**src/rtl/hd44780_bus_driver_if.sv**
```systemverilog
// Upstream byte handshake plus the LCD pin bundle of the HD44780 bus driver.
interface hd44780_bus_driver_if;
    logic       i_valid;
    logic       i_rs;
    logic [7:0] i_d;
    logic       o_ready;
    logic       o_lcd_rs;
    logic       o_lcd_rw;
    logic       o_lcd_e;
    logic [7:0] o_lcd_d;

    modport master (
        output i_valid, i_rs, i_d,
        input  o_ready, o_lcd_rs, o_lcd_rw, o_lcd_e, o_lcd_d
    );

    modport slave (
        input  i_valid, i_rs, i_d,
        output o_ready, o_lcd_rs, o_lcd_rw, o_lcd_e, o_lcd_d
    );
endinterface

```
**src/rtl/hd44780_bus_driver.sv**
```systemverilog
// HD44780 write-only bus driver: power-on delay, then one timed E strobe per accepted byte.
// Define HD44780_4BIT_EN for a 4-bit bus (high then low nibble strobed on DB7..DB4).
module hd44780_bus_driver #(
    parameter int T_POWERUP = 1_500_000,
    parameter int T_SETUP   = 4,
    parameter int T_EN      = 25,
    parameter int T_HOLD    = 2,
    parameter int T_EXEC    = 3_700,
    parameter int T_CLEAR   = 152_000
) (
    input  logic                i_clk,
    input  logic                i_rst_n,
    hd44780_bus_driver_if.slave bus
);
    function automatic int eff(input int t);
        return (t < 1) ? 1 : t;
    endfunction

    function automatic int max2(input int a, input int b);
        return (a > b) ? a : b;
    endfunction

    localparam int T_MAX = max2(max2(max2(eff(T_POWERUP), eff(T_SETUP)),
                                     max2(eff(T_EN), eff(T_HOLD))),
                                max2(eff(T_EXEC), eff(T_CLEAR)));
    localparam int CNT_W = (T_MAX > 1) ? $clog2(T_MAX) : 1;

    // A state lasting N cycles loads N-1 on entry and leaves when the count hits zero.
    function automatic logic [CNT_W-1:0] reload(input int t);
        return CNT_W'(eff(t) - 1);
    endfunction

    localparam logic [CNT_W-1:0] LD_POWERUP = reload(T_POWERUP);
    localparam logic [CNT_W-1:0] LD_SETUP   = reload(T_SETUP);
    localparam logic [CNT_W-1:0] LD_EN      = reload(T_EN);
    localparam logic [CNT_W-1:0] LD_HOLD    = reload(T_HOLD);
    localparam logic [CNT_W-1:0] LD_EXEC    = reload(T_EXEC);
    localparam logic [CNT_W-1:0] LD_CLEAR   = reload(T_CLEAR);

    typedef enum logic [2:0] {
        S_POWERUP,
        S_IDLE,
        S_SETUP,
        S_EN_HIGH,
        S_HOLD,
        S_WAIT
    } state_t;

    state_t           state_q, state_d;
    logic [CNT_W-1:0] cnt_q, cnt_d;
    logic             ready_q, ready_d;
    logic             e_q, e_d;
    logic             rs_q, rs_d;
    logic [7:0]       byte_q, byte_d;
    logic [7:0]       lcd_db_q, lcd_db_d;
    logic [CNT_W-1:0] wait_ld;
    logic             cnt_zero;
`ifdef HD44780_4BIT_EN
    logic             nib_lo_q, nib_lo_d;
`endif

    function automatic logic [7:0] first_word(input logic [7:0] b);
`ifdef HD44780_4BIT_EN
        return {b[7:4], 4'h0};
`else
        return b;
`endif
    endfunction

    always_comb begin
        state_d  = state_q;
        cnt_d    = cnt_q;
        rs_d     = rs_q;
        byte_d   = byte_q;
        lcd_db_d = lcd_db_q;
`ifdef HD44780_4BIT_EN
        nib_lo_d = nib_lo_q;
`endif
        cnt_zero = (cnt_q == '0);
        // Clear and Return Home need the long execution time.
        wait_ld  = (!rs_q && (byte_q == 8'h01 || byte_q == 8'h02)) ? LD_CLEAR : LD_EXEC;

        case (state_q)
            // Reset leaves the counter at zero, so power-up counts upward to its limit.
            S_POWERUP: begin
                if (cnt_q == LD_POWERUP) begin
                    state_d = S_IDLE;
                end else begin
                    cnt_d = cnt_q + 1'b1;
                end
            end
            S_IDLE: begin
                if (bus.i_valid) begin
                    rs_d     = bus.i_rs;
                    byte_d   = bus.i_d;
                    lcd_db_d = first_word(bus.i_d);
                    state_d  = S_SETUP;
                    cnt_d    = LD_SETUP;
`ifdef HD44780_4BIT_EN
                    nib_lo_d = 1'b0;
`endif
                end
            end
            S_SETUP: begin
                if (cnt_zero) begin
                    state_d = S_EN_HIGH;
                    cnt_d   = LD_EN;
                end else begin
                    cnt_d = cnt_q - 1'b1;
                end
            end
            S_EN_HIGH: begin
                if (cnt_zero) begin
                    state_d = S_HOLD;
                    cnt_d   = LD_HOLD;
                end else begin
                    cnt_d = cnt_q - 1'b1;
                end
            end
            S_HOLD: begin
                if (cnt_zero) begin
`ifdef HD44780_4BIT_EN
                    if (!nib_lo_q) begin
                        nib_lo_d = 1'b1;
                        lcd_db_d = {byte_q[3:0], 4'h0};
                        state_d  = S_SETUP;
                        cnt_d    = LD_SETUP;
                    end else begin
                        state_d = S_WAIT;
                        cnt_d   = wait_ld;
                    end
`else
                    state_d = S_WAIT;
                    cnt_d   = wait_ld;
`endif
                end else begin
                    cnt_d = cnt_q - 1'b1;
                end
            end
            S_WAIT: begin
                if (cnt_zero) begin
                    state_d = S_IDLE;
                end else begin
                    cnt_d = cnt_q - 1'b1;
                end
            end
            default: begin
                state_d = S_POWERUP;
                cnt_d   = '0;
            end
        endcase

        // Strobe and ready are decoded from the next state so both leave flops cleanly.
        ready_d = (state_d == S_IDLE);
        e_d     = (state_d == S_EN_HIGH);
    end

    always_ff @(posedge i_clk or negedge i_rst_n) begin
        if (!i_rst_n) begin
            state_q  <= S_POWERUP;
            cnt_q    <= '0;
            ready_q  <= 1'b0;
            e_q      <= 1'b0;
            rs_q     <= 1'b0;
            byte_q   <= 8'h00;
            lcd_db_q <= 8'h00;
`ifdef HD44780_4BIT_EN
            nib_lo_q <= 1'b0;
`endif
        end else begin
            state_q  <= state_d;
            cnt_q    <= cnt_d;
            ready_q  <= ready_d;
            e_q      <= e_d;
            rs_q     <= rs_d;
            byte_q   <= byte_d;
            lcd_db_q <= lcd_db_d;
`ifdef HD44780_4BIT_EN
            nib_lo_q <= nib_lo_d;
`endif
        end
    end

    assign bus.o_ready  = ready_q;
    assign bus.o_lcd_rs = rs_q;
    assign bus.o_lcd_rw = 1'b0;
    assign bus.o_lcd_e  = e_q;
    assign bus.o_lcd_d  = lcd_db_q;
endmodule

```
**src/flat_wrapper.sv**
```systemverilog
// flat-port wrapper written by rule: the top's interface ports become plain ports
module hd44780_bus_driver_flat 
#(
    parameter int T_POWERUP = 1_500_000,
    parameter int T_SETUP   = 4,
    parameter int T_EN      = 25,
    parameter int T_HOLD    = 2,
    parameter int T_EXEC    = 3_700,
    parameter int T_CLEAR   = 152_000
)
  (i_clk, i_rst_n, bus_i_valid, bus_i_rs, bus_i_d, bus_o_ready, bus_o_lcd_rs, bus_o_lcd_rw, bus_o_lcd_e, bus_o_lcd_d);
  hd44780_bus_driver_if bus_i ();
  input  logic i_clk;
  input  logic i_rst_n;
  input wire logic [$bits(bus_i.i_valid)-1:0] bus_i_valid;
  input wire logic [$bits(bus_i.i_rs)-1:0] bus_i_rs;
  input wire logic [$bits(bus_i.i_d)-1:0] bus_i_d;
  output wire logic [$bits(bus_i.o_ready)-1:0] bus_o_ready;
  output wire logic [$bits(bus_i.o_lcd_rs)-1:0] bus_o_lcd_rs;
  output wire logic [$bits(bus_i.o_lcd_rw)-1:0] bus_o_lcd_rw;
  output wire logic [$bits(bus_i.o_lcd_e)-1:0] bus_o_lcd_e;
  output wire logic [$bits(bus_i.o_lcd_d)-1:0] bus_o_lcd_d;
  assign bus_i.i_valid = bus_i_valid;
  assign bus_i.i_rs = bus_i_rs;
  assign bus_i.i_d = bus_i_d;
  assign bus_o_ready = bus_i.o_ready;
  assign bus_o_lcd_rs = bus_i.o_lcd_rs;
  assign bus_o_lcd_rw = bus_i.o_lcd_rw;
  assign bus_o_lcd_e = bus_i.o_lcd_e;
  assign bus_o_lcd_d = bus_i.o_lcd_d;
  hd44780_bus_driver #(.T_POWERUP(T_POWERUP), .T_SETUP(T_SETUP), .T_EN(T_EN), .T_HOLD(T_HOLD), .T_EXEC(T_EXEC), .T_CLEAR(T_CLEAR)) u_core (.i_clk(i_clk), .i_rst_n(i_rst_n), .bus(bus_i));
endmodule
```
**config.mk**
```make
export PLATFORM = sky130hd
export DESIGN_NAME = hd44780_bus_driver_flat
export DESIGN_NICKNAME = d
export VERILOG_FILES = /design/src/rtl/hd44780_bus_driver_if.sv /design/src/rtl/hd44780_bus_driver.sv /design/src/flat_wrapper.sv
export SDC_FILE = /design/constraint.sdc
export NUM_CORES = 1
export LEC_CHECK = 0
export ABC_AREA = 0
export CORE_MARGIN = 2
export CORE_UTILIZATION = 60
export DETAILED_ROUTE_END_ITERATION = 12
export PLACE_DENSITY = 0.93
export SLEW_MARGIN = 30
export SYNTH_ARGS = -nofsm -noshare
export SYNTH_HDL_FRONTEND = slang
export SYNTH_SLANG_ARGS = --single-unit
```
**constraint.sdc**
```tcl
create_clock -name i_clk -period 8.4 [get_ports i_clk]
set_clock_uncertainty 0.05 [all_clocks]
set_input_delay 0.84 -clock i_clk [delete_from_list [all_inputs] [get_ports i_clk]]
set_output_delay 0.84 -clock i_clk [all_outputs]
set_load 0.005 [all_outputs]
```
==> results of run 1 <==
## sequential cells by signal (all words and copies together), names as in the netlist
signal	flops
u_core.bus.o_lcd_e	1
u_core.bus.o_lcd_rs	1
u_core.bus.o_ready	1
u_core.byte_q	8
u_core.cnt_q	21
u_core.state_q	3
## power breakdown
group          total, mW  internal, mW  switching, mW
sequential         0.168         0.168              0
clock              0.160        0.0894         0.0707
combinational    0.00883       0.00481        0.00402
## worst max-delay path, stage by stage, from the launching register on
cell     delay, ns
dfrtp_1       0.54
or4_1         0.73
nor4_1        0.56
a21oi_2       0.18
a21oi_2       0.67
o21ai_0       0.21
a22o_1        0.28
## layer usage
layer | part of all wire | track usage | wire, µm | vias up
met5 | 0 | 0.0606 | 0 | -
met1 | 0.40 | 0.415 | 3030 | 1309
met3 | 0.11 | 0.0847 | 804 | 22
met4 | 0.022 | 0.107 | 161 | 0
li1 | - | - | - | 1249
met2 | 0.47 | 0.476 | 3490 | 172
## layout by cell type, fill, tap and decap left out, types with 3 or more instances in the layout
cell / Yosys / final
xor2_1: 5 / 5
a211oi_1: 3 / 3
o32a_1: 4 / 4
ha_1: 3 / 3
nand3_1: 12 / 12
a22o_1: 5 / 5
inv_1: 8 / 8
nand4_1: 4 / 4
nor2b_1: 3 / 3
and3_1: 4 / 4
a21o_1: 6 / 6
clkdlybuf4s50_1: 0 / 22
clkbuf_8: 0 / 5
nor3_1: 22 / 22
a211o_1: 4 / 4
mux2_2: 9 / 9
o21ai_0: 21 / 21
nand2b_1: 4 / 4
dfrtp_1: 35 / 35
xnor2_1: 14 / 14
nor2_1: 20 / 20
o22ai_1: 4 / 4
a21oi_1: 10 / 10
or2_2: 5 / 5
nor4b_1: 3 / 3
nand2_1: 30 / 30
o2bb2ai_1: 4 / 4
nor4_1: 13 / 13
or3_1: 4 / 4
## cell families (layout without fill, tap and decap cells)
logic type,after synthesis,after routing,share of synthesized area
compound gates,87,87,0.223
xor+xnor,19,19,0.0599
fa+ha+maj,3,3,0.0135
buf+inv,39,40,0.0644
flops,35,35,0.315
mux,10,10,0.0401
other cells,1,1,0.00135
simple gates,142,142,0.283
## layout make-up
cell class	count	area (µm²)	area share
clock inverter	3	46.3	0.0152
clock buffer	5	68.8	0.0226
multi-input combinational	262	1730	0.566
timing repair buffer	24	235	0.0772
inverter	8	30.0	0.00986
sequential	35	876	0.287
tap	52	65.1	0.0214
## worst paths after layout
check	depth (start not counted)	to	slack (ns)
max reg2reg	6	u_core.cnt_q[10]	5.06
max in group asynchronous	2	u_core.cnt_q[8]	7.07
max	6	u_core.cnt_q[10]	5.06
min	1	u_core.byte_q[4]	0.49
min reg2reg	1	u_core.byte_q[4]	0.49
min in group asynchronous	2	u_core.cnt_q[0]	0.89
==> out/qor.json, run 1 <==
{
  "run_status": {"value": "finished clean"},
  "syn_area": {"value": 2780, "unit": "µm²"},
  "slew_of_the_pin_with_the_lowest_slew_margin": {"value": 0.864, "unit": "ns"},
  "grt_start_max_net_pins": {"value": 36},
  "share_of_final_layout_standard_cells_stronger_than_drive_strength_1": {"value": 0.104},
  "maxCapViolCount": {"value": 0},
  "seq_area_frac_synth": {"value": 0.315},
  "drt_iter0_drc": {"value": 319},
  "synth.distinct_cells": {"value": 67},
  "final_min_period_over_clock_period": {"value": 0.398},
  "design.core.area": {"value": 4410, "unit": "µm²"},
  "antenna_found_initial": {"value": 0},
  "synth_nets": {"value": 351},
  "gp_congestion": {"value": 1.01},
  "yosys-top-cells-count": {"value": "35 x dfrtp_1, 30 x nand2_1, 22 x clkbuf_1, 22 x nor3_1, 21 x o21ai_0"},
  "top_ff_cell_synth": {"value": "dfrtp_1"},
  "post_cts.resized_instances": {"value": 0},
  "final_nets": {"value": 351},
  "placed_cell_areas": {"value": 2930, "unit": "µm²"},
  "cts.reportedPaths.clkPinSlew": {"value": 0.08, "unit": "ns"},
  "dp_hpwl": {"value": 5.07, "unit": "mm"},
  "tritoncts": {"value": "built"},
  "period_needed": {"value": 3.34, "unit": "ns"},
  "grt.total_usage": {"value": 0.309},
  "design.portCount": {"value": 24},
  "yosys_register_bits": {"value": 35},
  "initial_core_util": {"value": 0.630},
  "irDropWorstVdd": {"value": 0.0589, "unit": "mV"},
  "htree_num_levels": {"value": 2},
  "setup_tns": {"value": 0, "unit": "ns"},
  "cts.sink_count": {"value": 35},
  "port-buffer-count": {"value": 22},
  "post_drt_via_cell_ratio": {"value": 7.07},
  "area_growth_syn_to_layout": {"value": 9.59, "unit": "%"},
  "power.density": {"value": 111, "unit": "nW/µm²"},
  "cts_hold_buf": {"value": 0},
  "worst_setup_path_startpoint": {"value": "u_core.cnt_q[16]"},
  "finalWorstSetupSlack": {"value": 5.06, "unit": "ns"},
  "worst_setup_path_end_kind": {"value": "register"},
  "ant_nets": {"value": 0},
  "static-leakage-power": {"value": 1.25, "unit": "nW"},
  "clk-insertion-delay-late": {"value": 0.31, "unit": "ns"},
  "drt_first_pass_iters": {"value": 5},
  "routed_wl": {"value": 7.49, "unit": "mm"},
  "yosysTopAreaCell": {"value": "dfrtp_1"},
  "cts-buffers-inserted": {"value": 5},
  "setup_repair_after_global_routing_missed_its_margin": {"value": "no"},
  "crit_required": {"value": 8.53, "unit": "ns"},
  "number_of_buffers_on_the_longest_clock_path": {"value": 2},
  "die_height": {"value": 72.1, "unit": "µm"},
  "num_antenna_cells": {"value": 0},
  "worst_ep_arrival_time": {"value": 3.47, "unit": "ns"},
  "stdcell_count": {"value": 389},
  "fillerInstances": {"value": 362},
  "pins_over_their_slew_limit": {"value": 0},
  "total_power": {"value": 0.337, "unit": "mW"},
  "timing.slew.headroom": {"value": 0.416},
  "timing_worst_setup_path_type": {"value": "reg2reg"},
  "worstHoldStart": {"value": "u_core.byte_q[4]"},
  "holdWs": {"value": 0.489, "unit": "ns"},
  "core_rows": {"value": 24},
  "grt_pass1_vias": {"value": 2537},
  "worst_reg2reg_startpoint": {"value": "u_core.cnt_q[16]"},
  "hold_viol": {"value": 0},
  "number_of_instances_in_the_synthesized_netlist": {"value": 336},
  "grt_first_pass_wirelength": {"value": 12.6, "unit": "mm"},
  "post-route-cell-area": {"value": 3050, "unit": "µm²"},
  "synth-edff-count": {"value": 0},
  "post-cts-setup-buffers": {"value": 0},
  "max_clock_freq": {"value": 299, "unit": "MHz"},
  "design.die.area": {"value": 5190, "unit": "µm²"},
  "postSynthAreaPerCell": {"value": 8.27, "unit": "µm²"},
  "synthArstFlopShare": {"value": 1.00},
  "post_place_setup_slack": {"value": 5.11, "unit": "ns"},
  "ys_top_cells_by_area": {"value": "dfrtp_1 32%, xnor2_1 4.4%, nand2_1 4.1%"},
  "via_count": {"value": 2752},
  "cp_max_fo": {"value": 21},
  "final_util": {"value": 0.690},
  "post-place-cells": {"value": 381},
  "setup-violations-final": {"value": 0},
  "die_span_in_x": {"value": 72.1, "unit": "µm"},
  "ys.warnings.count": {"value": 0},
  "globalRouteOverflowTotal": {"value": 0},
  "post-synth-top-count-cell": {"value": "dfrtp_1"},
  "synth_top_area_frac": {"value": 0.315},
  "route.detailed.wl_per_inst": {"value": 19.2, "unit": "µm"},
  "drt_drc_violations_left": {"value": 0},
  "root_buffer": {"value": "clkbuf_8"},
  "critPathLaunchType": {"value": "register"},
  "hold_class": {"value": "reg2reg"}
}
No activity file was read; power rests on OpenSTA's default activity.
==> run 2, diff against run 1 <==
--- a/config.mk
+++ b/config.mk
@@ -7,9 +7,9 @@
 export LEC_CHECK = 0
 export ABC_AREA = 0
 export CORE_MARGIN = 2
-export CORE_UTILIZATION = 60
+export CORE_UTILIZATION = 58
 export DETAILED_ROUTE_END_ITERATION = 12
-export PLACE_DENSITY = 0.93
+export PLACE_DENSITY = 0.91
 export SLEW_MARGIN = 30
 export SYNTH_ARGS = -nofsm -noshare
 export SYNTH_HDL_FRONTEND = slang
==> constraint.sdc (replaced) <==
create_clock -name i_clk -period 3.25 [get_ports i_clk]
set_clock_uncertainty 0.05 [all_clocks]
set_input_delay 0.325 -clock i_clk [delete_from_list [all_inputs] [get_ports i_clk]]
set_output_delay 0.325 -clock i_clk [all_outputs]
set_load 0.005 [all_outputs]
==> out/qor.json, run 2 (synthesis results as in run 1) <==
{
  "run_status": {"value": "finished clean"},
  "die_span_in_x": {"value": 73.2, "unit": "µm", "change": "+1.6%"},
  "final_nets": {"value": 364, "change": "+3.7%"},
  "slew_of_the_pin_with_the_lowest_slew_margin": {"value": 0.826, "unit": "ns", "change": "-0.0383 ns"},
  "gp_congestion": {"value": 1.00, "change": "-0.96%"},
  "htree_num_levels": {"value": 2, "change": "unchanged"},
  "holdWs": {"value": 0.389, "unit": "ns", "change": "-0.0995 ns"},
  "post-place-cells": {"value": 396, "change": "+3.9%"},
  "tritoncts": {"value": "built"},
  "cts.reportedPaths.clkPinSlew": {"value": 0.07, "unit": "ns", "change": "about the same"},
  "mostFrequentLayoutCells": {"value": "35 x dfrtp_1, 30 x nand2_1, 22 x nor3_1, 22 x clkdlybuf4s50_1, 21 x o21ai_0"},
  "design.die.area": {"value": 5360, "unit": "µm²", "change": "+3.3%"},
  "clk-insertion-delay-late": {"value": 0.29, "unit": "ns", "change": "-0.02 ns"},
  "design.core.area": {"value": 4660, "unit": "µm²", "change": "+5.6%"},
  "maxCapViolCount": {"value": 0, "change": "unchanged"},
  "crit_required": {"value": 3.43, "unit": "ns", "change": "-5.10 ns"},
  "ant_nets": {"value": 0, "change": "unchanged"},
  "max_flop_register": {"value": "u_core.cnt_q"},
  "setup_tns": {"value": 0, "unit": "ns", "change": "unchanged"},
  "total_power": {"value": 0.809, "unit": "mW", "change": "+140%"},
  "worst_setup_path_end_kind": {"value": "register"},
  "layout.cells.most_common": {"value": "dfrtp_1"},
  "design.portCount": {"value": 24, "change": "unchanged"},
  "port-buffer-count": {"value": 22, "change": "unchanged"},
  "setup_repair_after_global_routing_missed_its_margin": {"value": "no"},
  "grt_start_max_net_pins": {"value": 36, "change": "unchanged"},
  "post-cts-setup-buffers": {"value": 0, "change": "unchanged"},
  "grt_first_pass_wirelength": {"value": 12.6, "unit": "mm", "change": "-0.22%"},
  "placed_cell_areas": {"value": 3030, "unit": "µm²", "change": "+3.4%"},
  "stdcell_count": {"value": 404, "change": "+3.9%"},
  "finalWorstSetupSlack": {"value": 0.332, "unit": "ns", "change": "-4.73 ns"},
  "cts.sink_count": {"value": 35, "change": "unchanged"},
  "worst_ep_arrival_time": {"value": 3.10, "unit": "ns", "change": "-0.37 ns"},
  "cts_hold_buf": {"value": 0, "change": "unchanged"},
  "hold_class": {"value": "in2async"},
  "timing_worst_setup_path_type": {"value": "reg2reg"},
  "period_needed": {"value": 2.92, "unit": "ns", "change": "-0.423 ns"},
  "die_height": {"value": 73.2, "unit": "µm", "change": "+1.6%"},
  "dp_hpwl": {"value": 5.32, "unit": "mm", "change": "+5.0%"},
  "root_buffer": {"value": "clkbuf_8"},
  "irDropWorstVdd": {"value": 0.162, "unit": "mV", "change": "+180%"},
  "number_of_buffers_on_the_longest_clock_path": {"value": 2, "change": "unchanged"},
  "area_growth_syn_to_layout": {"value": 12.6, "unit": "%"},
  "drt_drc_violations_left": {"value": 0, "change": "unchanged"},
  "post_cts.resized_instances": {"value": 0, "change": "unchanged"},
  "grt_pass1_vias": {"value": 2502, "change": "-1.4%"},
  "final_min_period_over_clock_period": {"value": 0.898, "change": "+0.500"},
  "pins_over_their_slew_limit": {"value": 0, "change": "unchanged"},
  "share_of_final_layout_standard_cells_stronger_than_drive_strength_1": {"value": 0.134, "change": "+0.0304"},
  "max_clock_freq": {"value": 343, "unit": "MHz", "change": "+14%"},
  "routed_wl": {"value": 7.59, "unit": "mm", "change": "+1.3%"},
  "setup-violations-final": {"value": 0, "change": "unchanged"},
  "hold_viol": {"value": 0, "change": "unchanged"},
  "initial_core_util": {"value": 0.597, "change": "-0.0333"},
  "cts-buffers-inserted": {"value": 5, "change": "unchanged"},
  "post-route-cell-area": {"value": 3130, "unit": "µm²", "change": "+2.8%"},
  "largest_register_ffs": {"value": 21, "change": "unchanged"},
  "drt_iter0_drc": {"value": 451, "change": "+41%"},
  "post_drt_via_cell_ratio": {"value": 6.84, "change": "-3.3%"},
  "largest_registers": {"value": "u_core.cnt_q: 21 flops, u_core.byte_q: 8 flops, u_core.state_q: 3 flops"},
  "route.detailed.wl_per_inst": {"value": 18.8, "unit": "µm", "change": "-2.4%"},
  "timing.slew.headroom": {"value": 0.448, "change": "+0.0320"},
  "final_util": {"value": 0.672, "change": "-0.0182"},
  "grt.total_usage": {"value": 0.305, "change": "-0.00429"},
  "post_place_setup_slack": {"value": 0.379, "unit": "ns", "change": "-4.73 ns"},
  "via_count": {"value": 2763, "change": "+0.40%"},
  "globalRouteOverflowTotal": {"value": 0, "change": "unchanged"},
  "static-leakage-power": {"value": 1.31, "unit": "nW", "change": "+4.9%"},
  "core_rows": {"value": 25, "change": "+4.2%"},
  "antenna_found_initial": {"value": 0, "change": "unchanged"},
  "power.density": {"value": 258, "unit": "nW/µm²", "change": "+130%"},
  "cp_max_fo": {"value": 23, "change": "+9.5%"},
  "drt_first_pass_iters": {"value": 5, "change": "unchanged"},
  "num_antenna_cells": {"value": 0, "change": "unchanged"},
  "critPathLaunchType": {"value": "register"}
}
run 2: routing by layer:
layer	wire length [µm]	global-route usage	vias up
met4	156	0.105	0
li1	-	-	1272
met3	724	0.0760	21
met5	0	0	-
met1	3290	0.437	1311
met2	3420	0.445	159
run 2: layout make-up:
class | count | area [µm²]
multi-input combinational | 262 | 1730
sequential | 35 | 876
timing repair buffer | 37 | 333
inverter | 8 | 30.0
clock buffer | 8 | 100
fill | 380 | 1530
tap | 54 | 67.6
run 2: path summary, 6_finish.rpt:
check | start | endpoint | slack, ns | cells after the start
worst max register to register | u_core.cnt_q[10] | u_core.cnt_q[4] | 0.33 | 7
worst min register to register | u_core.byte_q[5] | u_core.byte_q[5] | 0.49 | 1
max in group asynchronous | i_rst_n | u_core.cnt_q[4] | 2.46 | 2
min in group i_clk | u_core.byte_q[5] | u_core.byte_q[5] | 0.49 | 1
worst min-delay path | i_rst_n | u_core.byte_q[1] | 0.39 | 2
worst max-delay path | u_core.cnt_q[10] | u_core.cnt_q[4] | 0.33 | 7
run 2: worst max-delay path, cell delays in order, from the launching register on:
cell	delay, ns
dfrtp_1	0.47
or4_4	0.62
nor4b_4	0.55
a22oi_2	0.15
a21o_1	0.44
inv_1	0.31
a21o_1	0.12
a22o_1	0.13
run 2: power breakdown:
| group | leakage [nW] | switching (mW) | internal [mW] |
|---|---|---|---|
| logic | 0.802 | 0.00997 | 0.0124 |
| registers | 0.459 | 0 | 0.435 |
| clock network | 0.0515 | 0.158 | 0.193 |
